File: config.mk
export PLATFORM = sky130hd
export DESIGN_NAME = dice_player
export DESIGN_NICKNAME = d
export VERILOG_FILES = /design/src/rtl/dice_player.sv
export SDC_FILE = /design/constraint.sdc
export NUM_CORES = 1
export LEC_CHECK = 0
export BUFFER_PORTS_ARGS = -buffer_cell sky130_fd_sc_hd__buf_2
export CAP_MARGIN = 10
export CORE_UTILIZATION = 52
export DETAILED_ROUTE_END_ITERATION = 16
export GPL_ROUTABILITY_DRIVEN = 0
export GPL_TIMING_DRIVEN = 0
export PLACE_DENSITY = 0.91
export SLEW_MARGIN = 20
export SYNTH_ARGS = -nofsm -noshare
export SYNTH_HDL_FRONTEND = slang
export SYNTH_SLANG_ARGS = --single-unit
File: constraint.sdc
create_clock -name i_clk -period 2.4 [get_ports i_clk]
set_clock_uncertainty 0.2 [all_clocks]
set_input_delay 0.24 -clock i_clk [delete_from_list [all_inputs] [get_ports i_clk]]
set_output_delay 0.24 -clock i_clk [all_outputs]
set_load 0.02 [all_outputs]
File: src/rtl/dice_player.sv
// Automated player for a two-die game: issues timed roll pulses, decodes the dice
// displays and keeps the game result. Optional tallies are built with DICE_PLAYER_STATS_EN.
module dice_player #(
    parameter int ROLL_CYCLES   = 10,
    parameter int SETTLE_CYCLES = 4,
    parameter int MAX_ROLLS     = 15
) (
    input  logic       i_clk,
    input  logic       i_rst_n,
    input  logic       i_start,
    input  logic [6:0] i_disp1,
    input  logic [6:0] i_disp2,
    input  logic       i_win,
    input  logic       i_lose,
    output logic       o_roll,
    output logic       o_busy,
    output logic       o_done,
    output logic [2:0] o_die1,
    output logic [2:0] o_die2,
    output logic [3:0] o_sum,
    output logic [1:0] o_result,
    output logic       o_seg_err,
    output logic [3:0] o_rolls,
    output logic [7:0] o_win_count,
    output logic [7:0] o_lose_count
);

    localparam logic [2:0] S_IDLE   = 3'd0;
    localparam logic [2:0] S_ROLL   = 3'd1;
    localparam logic [2:0] S_SETTLE = 3'd2;
    localparam logic [2:0] S_SAMPLE = 3'd3;
    localparam logic [2:0] S_DONE   = 3'd4;

    localparam logic [1:0] RES_NONE  = 2'b00;
    localparam logic [1:0] RES_WIN   = 2'b01;
    localparam logic [1:0] RES_LOSE  = 2'b10;
    localparam logic [1:0] RES_ABORT = 2'b11;

    function automatic logic [2:0] f_decode(input logic [6:0] seg);
        case (seg)
            7'b0000110: f_decode = 3'd1;
            7'b1011011: f_decode = 3'd2;
            7'b1001111: f_decode = 3'd3;
            7'b1100110: f_decode = 3'd4;
            7'b1101101: f_decode = 3'd5;
            7'b1111101: f_decode = 3'd6;
            default:    f_decode = 3'd0;
        endcase
    endfunction

    logic [2:0] r_state;
    logic [7:0] r_cnt;
    logic [2:0] r_die1, r_die2;
    logic [3:0] r_sum;
    logic [1:0] r_result;
    logic       r_seg_err;
    logic [3:0] r_rolls;

    logic [2:0] w_d1, w_d2;
    assign w_d1 = f_decode(i_disp1);
    assign w_d2 = f_decode(i_disp2);

    always_ff @(posedge i_clk or negedge i_rst_n) begin
        if (!i_rst_n) begin
            r_state   <= S_IDLE;
            r_cnt     <= 8'd0;
            r_die1    <= 3'd0;
            r_die2    <= 3'd0;
            r_sum     <= 4'd0;
            r_result  <= RES_NONE;
            r_seg_err <= 1'b0;
            r_rolls   <= 4'd0;
        end else begin
            case (r_state)
                S_IDLE: if (i_start) begin
                    r_rolls   <= 4'd0;
                    r_result  <= RES_NONE;
                    r_seg_err <= 1'b0;
                    r_cnt     <= 8'd0;
                    r_state   <= S_ROLL;
                end
                S_ROLL: if (r_cnt == 8'(ROLL_CYCLES - 1)) begin
                    r_cnt   <= 8'd0;
                    r_rolls <= r_rolls + 4'd1;
                    r_state <= S_SETTLE;
                end else begin
                    r_cnt <= r_cnt + 8'd1;
                end
                S_SETTLE: if (r_cnt == 8'(SETTLE_CYCLES - 1)) begin
                    r_cnt   <= 8'd0;
                    r_state <= S_SAMPLE;
                end else begin
                    r_cnt <= r_cnt + 8'd1;
                end
                S_SAMPLE: begin
                    r_die1 <= w_d1;
                    r_die2 <= w_d2;
                    r_sum  <= {1'b0, w_d1} + {1'b0, w_d2};
                    if (w_d1 == 3'd0 || w_d2 == 3'd0) r_seg_err <= 1'b1;
                    // win has priority over lose when both are reported
                    if (i_win) begin
                        r_result <= RES_WIN;
                        r_state  <= S_DONE;
                    end else if (i_lose) begin
                        r_result <= RES_LOSE;
                        r_state  <= S_DONE;
                    end else if (r_rolls < 4'(MAX_ROLLS)) begin
                        r_state <= S_ROLL;
                    end else begin
                        r_result <= RES_ABORT;
                        r_state  <= S_DONE;
                    end
                end
                S_DONE:  r_state <= S_IDLE;
                default: r_state <= S_IDLE;
            endcase
        end
    end

`ifdef DICE_PLAYER_STATS_EN
    logic [7:0] r_win_count, r_lose_count;

    always_ff @(posedge i_clk or negedge i_rst_n) begin
        if (!i_rst_n) begin
            r_win_count  <= 8'd0;
            r_lose_count <= 8'd0;
        end else if (r_state == S_DONE) begin
            if (r_result == RES_WIN && r_win_count != 8'hFF)
                r_win_count <= r_win_count + 8'd1;
            if (r_result == RES_LOSE && r_lose_count != 8'hFF)
                r_lose_count <= r_lose_count + 8'd1;
        end
    end

    assign o_win_count  = r_win_count;
    assign o_lose_count = r_lose_count;
`else
    assign o_win_count  = 8'd0;
    assign o_lose_count = 8'd0;
`endif

    // Status outputs decode straight from the state flop so reset drops them at once.
    assign o_roll    = (r_state == S_ROLL);
    assign o_busy    = (r_state != S_IDLE);
    assign o_done    = (r_state == S_DONE);
    assign o_die1    = r_die1;
    assign o_die2    = r_die2;
    assign o_sum     = r_sum;
    assign o_result  = r_result;
    assign o_seg_err = r_seg_err;
    assign o_rolls   = r_rolls;

endmodule

==> impl_metrics.py <==
metrics = {
    "placed_design": {
        "place_inst": 324,
        "placed_cell_area_mm2": 0.00228,
        "dp_slack_ns": 0.0592,
        "dp_hpwl_mm": 3.28,
        "place.port_buffers": 38,
    },
    "clock_tree": {
        "cts_inserted_buffers": 3,
        "cts_tree": "done",
        "cts_setup_buffers": 0,
        "clk_latency_ns": 0.28,
        "h-tree-depth": 1,
        "ctsLongestPathBuffers": 2,
        "cts_resized": 0,
        "cts_hold_buf": 2,
        "cts.clk_slew.worst_paths_ns": 0.10,
        "clock-sinks": 28,
        "root_buffer": "clkbuf_8",
    },
    "pwr": {
        "power_density_mw_per_mm2": 772,
        "peakVddDrop_mv": 0.476,
        "leakage_nw": 1.18,
    },
    "cells_and_area": {
        "finalNetCount": 309,
        "num_antenna_cells": 0,
        "fill_cells": 319,
        "final_area_mm2": 0.00237,
        "drive_above_1_share_pct": 28.0,
        "areaGrowthSynthToFinish_pct": 20.2,
        "layout.cells.non_filler": 330,
    },
    "hold_path": {
        "hp-class": "in -> reg",
    },
    "sta": {
        "postLayoutSetupSlackWorst_ns": 0.339,
        "worst_pin_slew_ns": 0.617,
        "hold_viol": 0,
        "slew_violations": 0,
        "fin_crit_ns": 2.06,
        "max_freq_mhz": 485,
        "setup_violations": 0,
        "rsz0062_at_grt": "no",
        "slew_headroom_pct": 58.8,
        "period_share_pct": 85.9,
        "tns_ns": 0,
    },
    "logic_synthesis": {
        "yosysSeqAreaShare_pct": 35.5,
        "syn_inst": 223,
        "synth_area_per_cell_um2": 8.84,
        "synth_top_cell_by_area": "dfrtp_1",
        "synth_top_area_share_pct": 35.5,
        "synth_edf_count": 0,
        "yosys_most_used_dff": "dfrtp_1",
        "netlist_top_cells_area": "dfrtp_1 36%, buf_4 6.1%, nand2_1 5.5%",
        "netlist_area_mm2": 0.00197,
        "yosys_register_bits": 28,
        "synthArstFlopShare_pct": 100,
        "ys.warnings.count": 0,
        "synth_cell_types": 55,
    },
    "drt": {
        "wirelength_mm": 4.34,
        "ant_nets": 0,
        "first_pass_iters": 4,
        "vias_per_cell": 5.46,
        "vias": 1802,
        "first_iter_violations": 109,
        "avgRoutedWirePerCell_um": 13.1,
        "route.detailed.drc": 0,
    },
    "floorplan": {
        "coreArea_mm2": 0.00366,
        "die_h_um": 63.6,
        "fp-row-count": 22,
        "dieArea_mm2": 0.00404,
        "start_util_pct": 53.9,
        "die_width_um": 63.6,
        "io_pins": 55,
    },
    "critical_path": {
        "arrival_ns": 2.06,
        "worstSetupEndpointType": "flop",
        "path_cells": "buf_2, nand2b_1, nor4_1, nor2_1, nor3_1, ha_1, inv_1, fa_1, xor2_1, o21ai_0",
        "critical_path_buf_inv_count": 2,
        "criticalPathCategory": "in -> reg",
        "slowest_stage": "fa_1",
        "path_max_fanout": 5,
        "worstPathRequired_ns": 2.40,
        "cp_slowest_stage_delay_ns": 0.37,
        "start_kind": "input pin",
        "critPathTopFamily": "simple AND/OR/NAND/NOR gates",
    },
    "global_route": {
        "use_met2_pct": 40.4,
        "grt_use_total_pct": 23.1,
        "grt.met1_usage_pct": 29.5,
        "overflow": 0,
        "antenna_found_initial": 0,
        "grt_busiest_layer": "met2",
        "grt_pass1_wl_mm": 7.49,
        "gr-usage-met3_pct": 2.90,
        "grt_pass1_vias": 1712,
        "grt_max_degree": 29,
    },
    "job": {
        "maxCapViolations": 0,
    },
    "status": {
        "status": "completed",
    },
}
## cells by family after synthesis
kind of cell               count (synthesis)  synth area share, %
and+or+nand+nor                           88                 23.5
AOI/OAI and AO/OA                         54                 20.5
buffers and inverters                     35                 10.5
DFF                                       28                 35.5
adders and majority gates                  7                 4.82
muxes                                      6                 3.24
xor gates and xnor gates                   4                 1.78
other                                      1                0.190
## final timing paths
| path | start | depth (start not counted) | to | slack, ns |
|---|---|---|---|---|
| setup / recovery | i_disp1[5] | 10 | o_sum[2]$_DFFE_PN0P_ | 0.34 |
| hold reg to reg | o_die1[1]$_DFFE_PN0P_ | 2 | o_die1[1]$_DFFE_PN0P_ | 0.29 |
| setup reg to reg | r_cnt[5]$_DFFE_PN0P_ | 4 | r_cnt[7]$_DFFE_PN0P_ | 0.36 |
| max in group asynchronous | i_rst_n | 2 | o_die2[1]$_DFFE_PN0P_ | 1.29 |
| min in group asynchronous | i_rst_n | 2 | o_rolls[0]$_DFFE_PN0P_ | 0.30 |
| hold / removal | i_win | 3 | o_result[0]$_DFFE_PN0P_ | 0.03 |
## worst register-to-register path, cell delays in order (launching register included)
cell and delay, ns:
dfrtp_1 0.47, nor4_4 0.60, a31oi_4 0.26, o211ai_1 0.26, o211ai_1 0.13
## state kept, by name (all words and copies together) (netlist names)
signal     cells
o_rolls        4
o_sum          4
r_state        3
o_die2         3
o_die1         3
o_seg_err      1
r_cnt          8
o_result       2
## synthesized netlist by cell type, types with 2 or more instances
master / instances
dfrtp_1: 28
nor3_1: 10
nor4_1: 3
and3_1: 3
nand2b_1: 5
o311ai_1: 2
o21ai_0: 16
xor2_1: 3
ha_1: 6
o41ai_1: 2
inv_1: 11
nor2_1: 11
o211ai_1: 7
mux2i_1: 3
nand2_1: 29
o2bb2ai_1: 2
nand3_1: 10
buf_2: 5
nand3b_1: 3
buf_4: 16
and3b_1: 3
a22o_1: 3
a21o_1: 3
a21oi_1: 6
mux2_2: 3
## where the power goes
group / internal, mW / switching, mW / total (mW) / leakage [nW]
Clock: 0.224 / 0.154 / 0.377 / 0.0357
Sequential: 0.579 / 0.0829 / 0.661 / 0.356
Combinational: 0.288 / 0.503 / 0.792 / 0.789
Total: 1.09 / 0.740 / 1.83 / 1.18
## layout by cell type (no fill, tap or decap), drive strengths merged, types with 10 or more instances in the layout
| master | instances |
|---|---|
| nand2 | 29 |
| conb | 16 |
| nor2 | 12 |
| nand3 | 10 |
| nor3 | 10 |
| inv | 11 |
| buf | 60 |
| o21ai | 17 |
| dfrtp | 28 |
## final cells by class
| type | count | area, um2 | area share, % |
|---|---|---|---|
| clock inverter | 1 | 30.0 | 1.27 |
| buffer | 24 | 165 | 6.97 |
| multi-input combinational | 175 | 1120 | 47.3 |
| clock buffer | 3 | 41.3 | 1.74 |
| sequential | 28 | 701 | 29.6 |
| tap | 48 | 60.1 | 2.53 |
| timing repair buffer | 40 | 210 | 8.87 |
| inverter | 11 | 41.3 | 1.74 |
## metal layers
| metal | wire (um) | up-vias |
|---|---|---|
| met5 | 0 | - |
| met4 | 49 | 0 |
| met3 | 188 | 7 |
| met2 | 2260 | 59 |
| met1 | 1840 | 849 |
| li1 | - | 887 |
## metrics by stage
stage	util, %	power, mW	hold WS (ns)
global placement	62.2	1.42	0.0908
floorplan	-	1.22	-0.256
global route	64.7	1.94	0.0543
finish	64.7	1.83	0.0317
CTS	64.7	1.83	0.0316
detailed placement	62.2	1.45	0.0874
(Power assumes the default switching activity.)
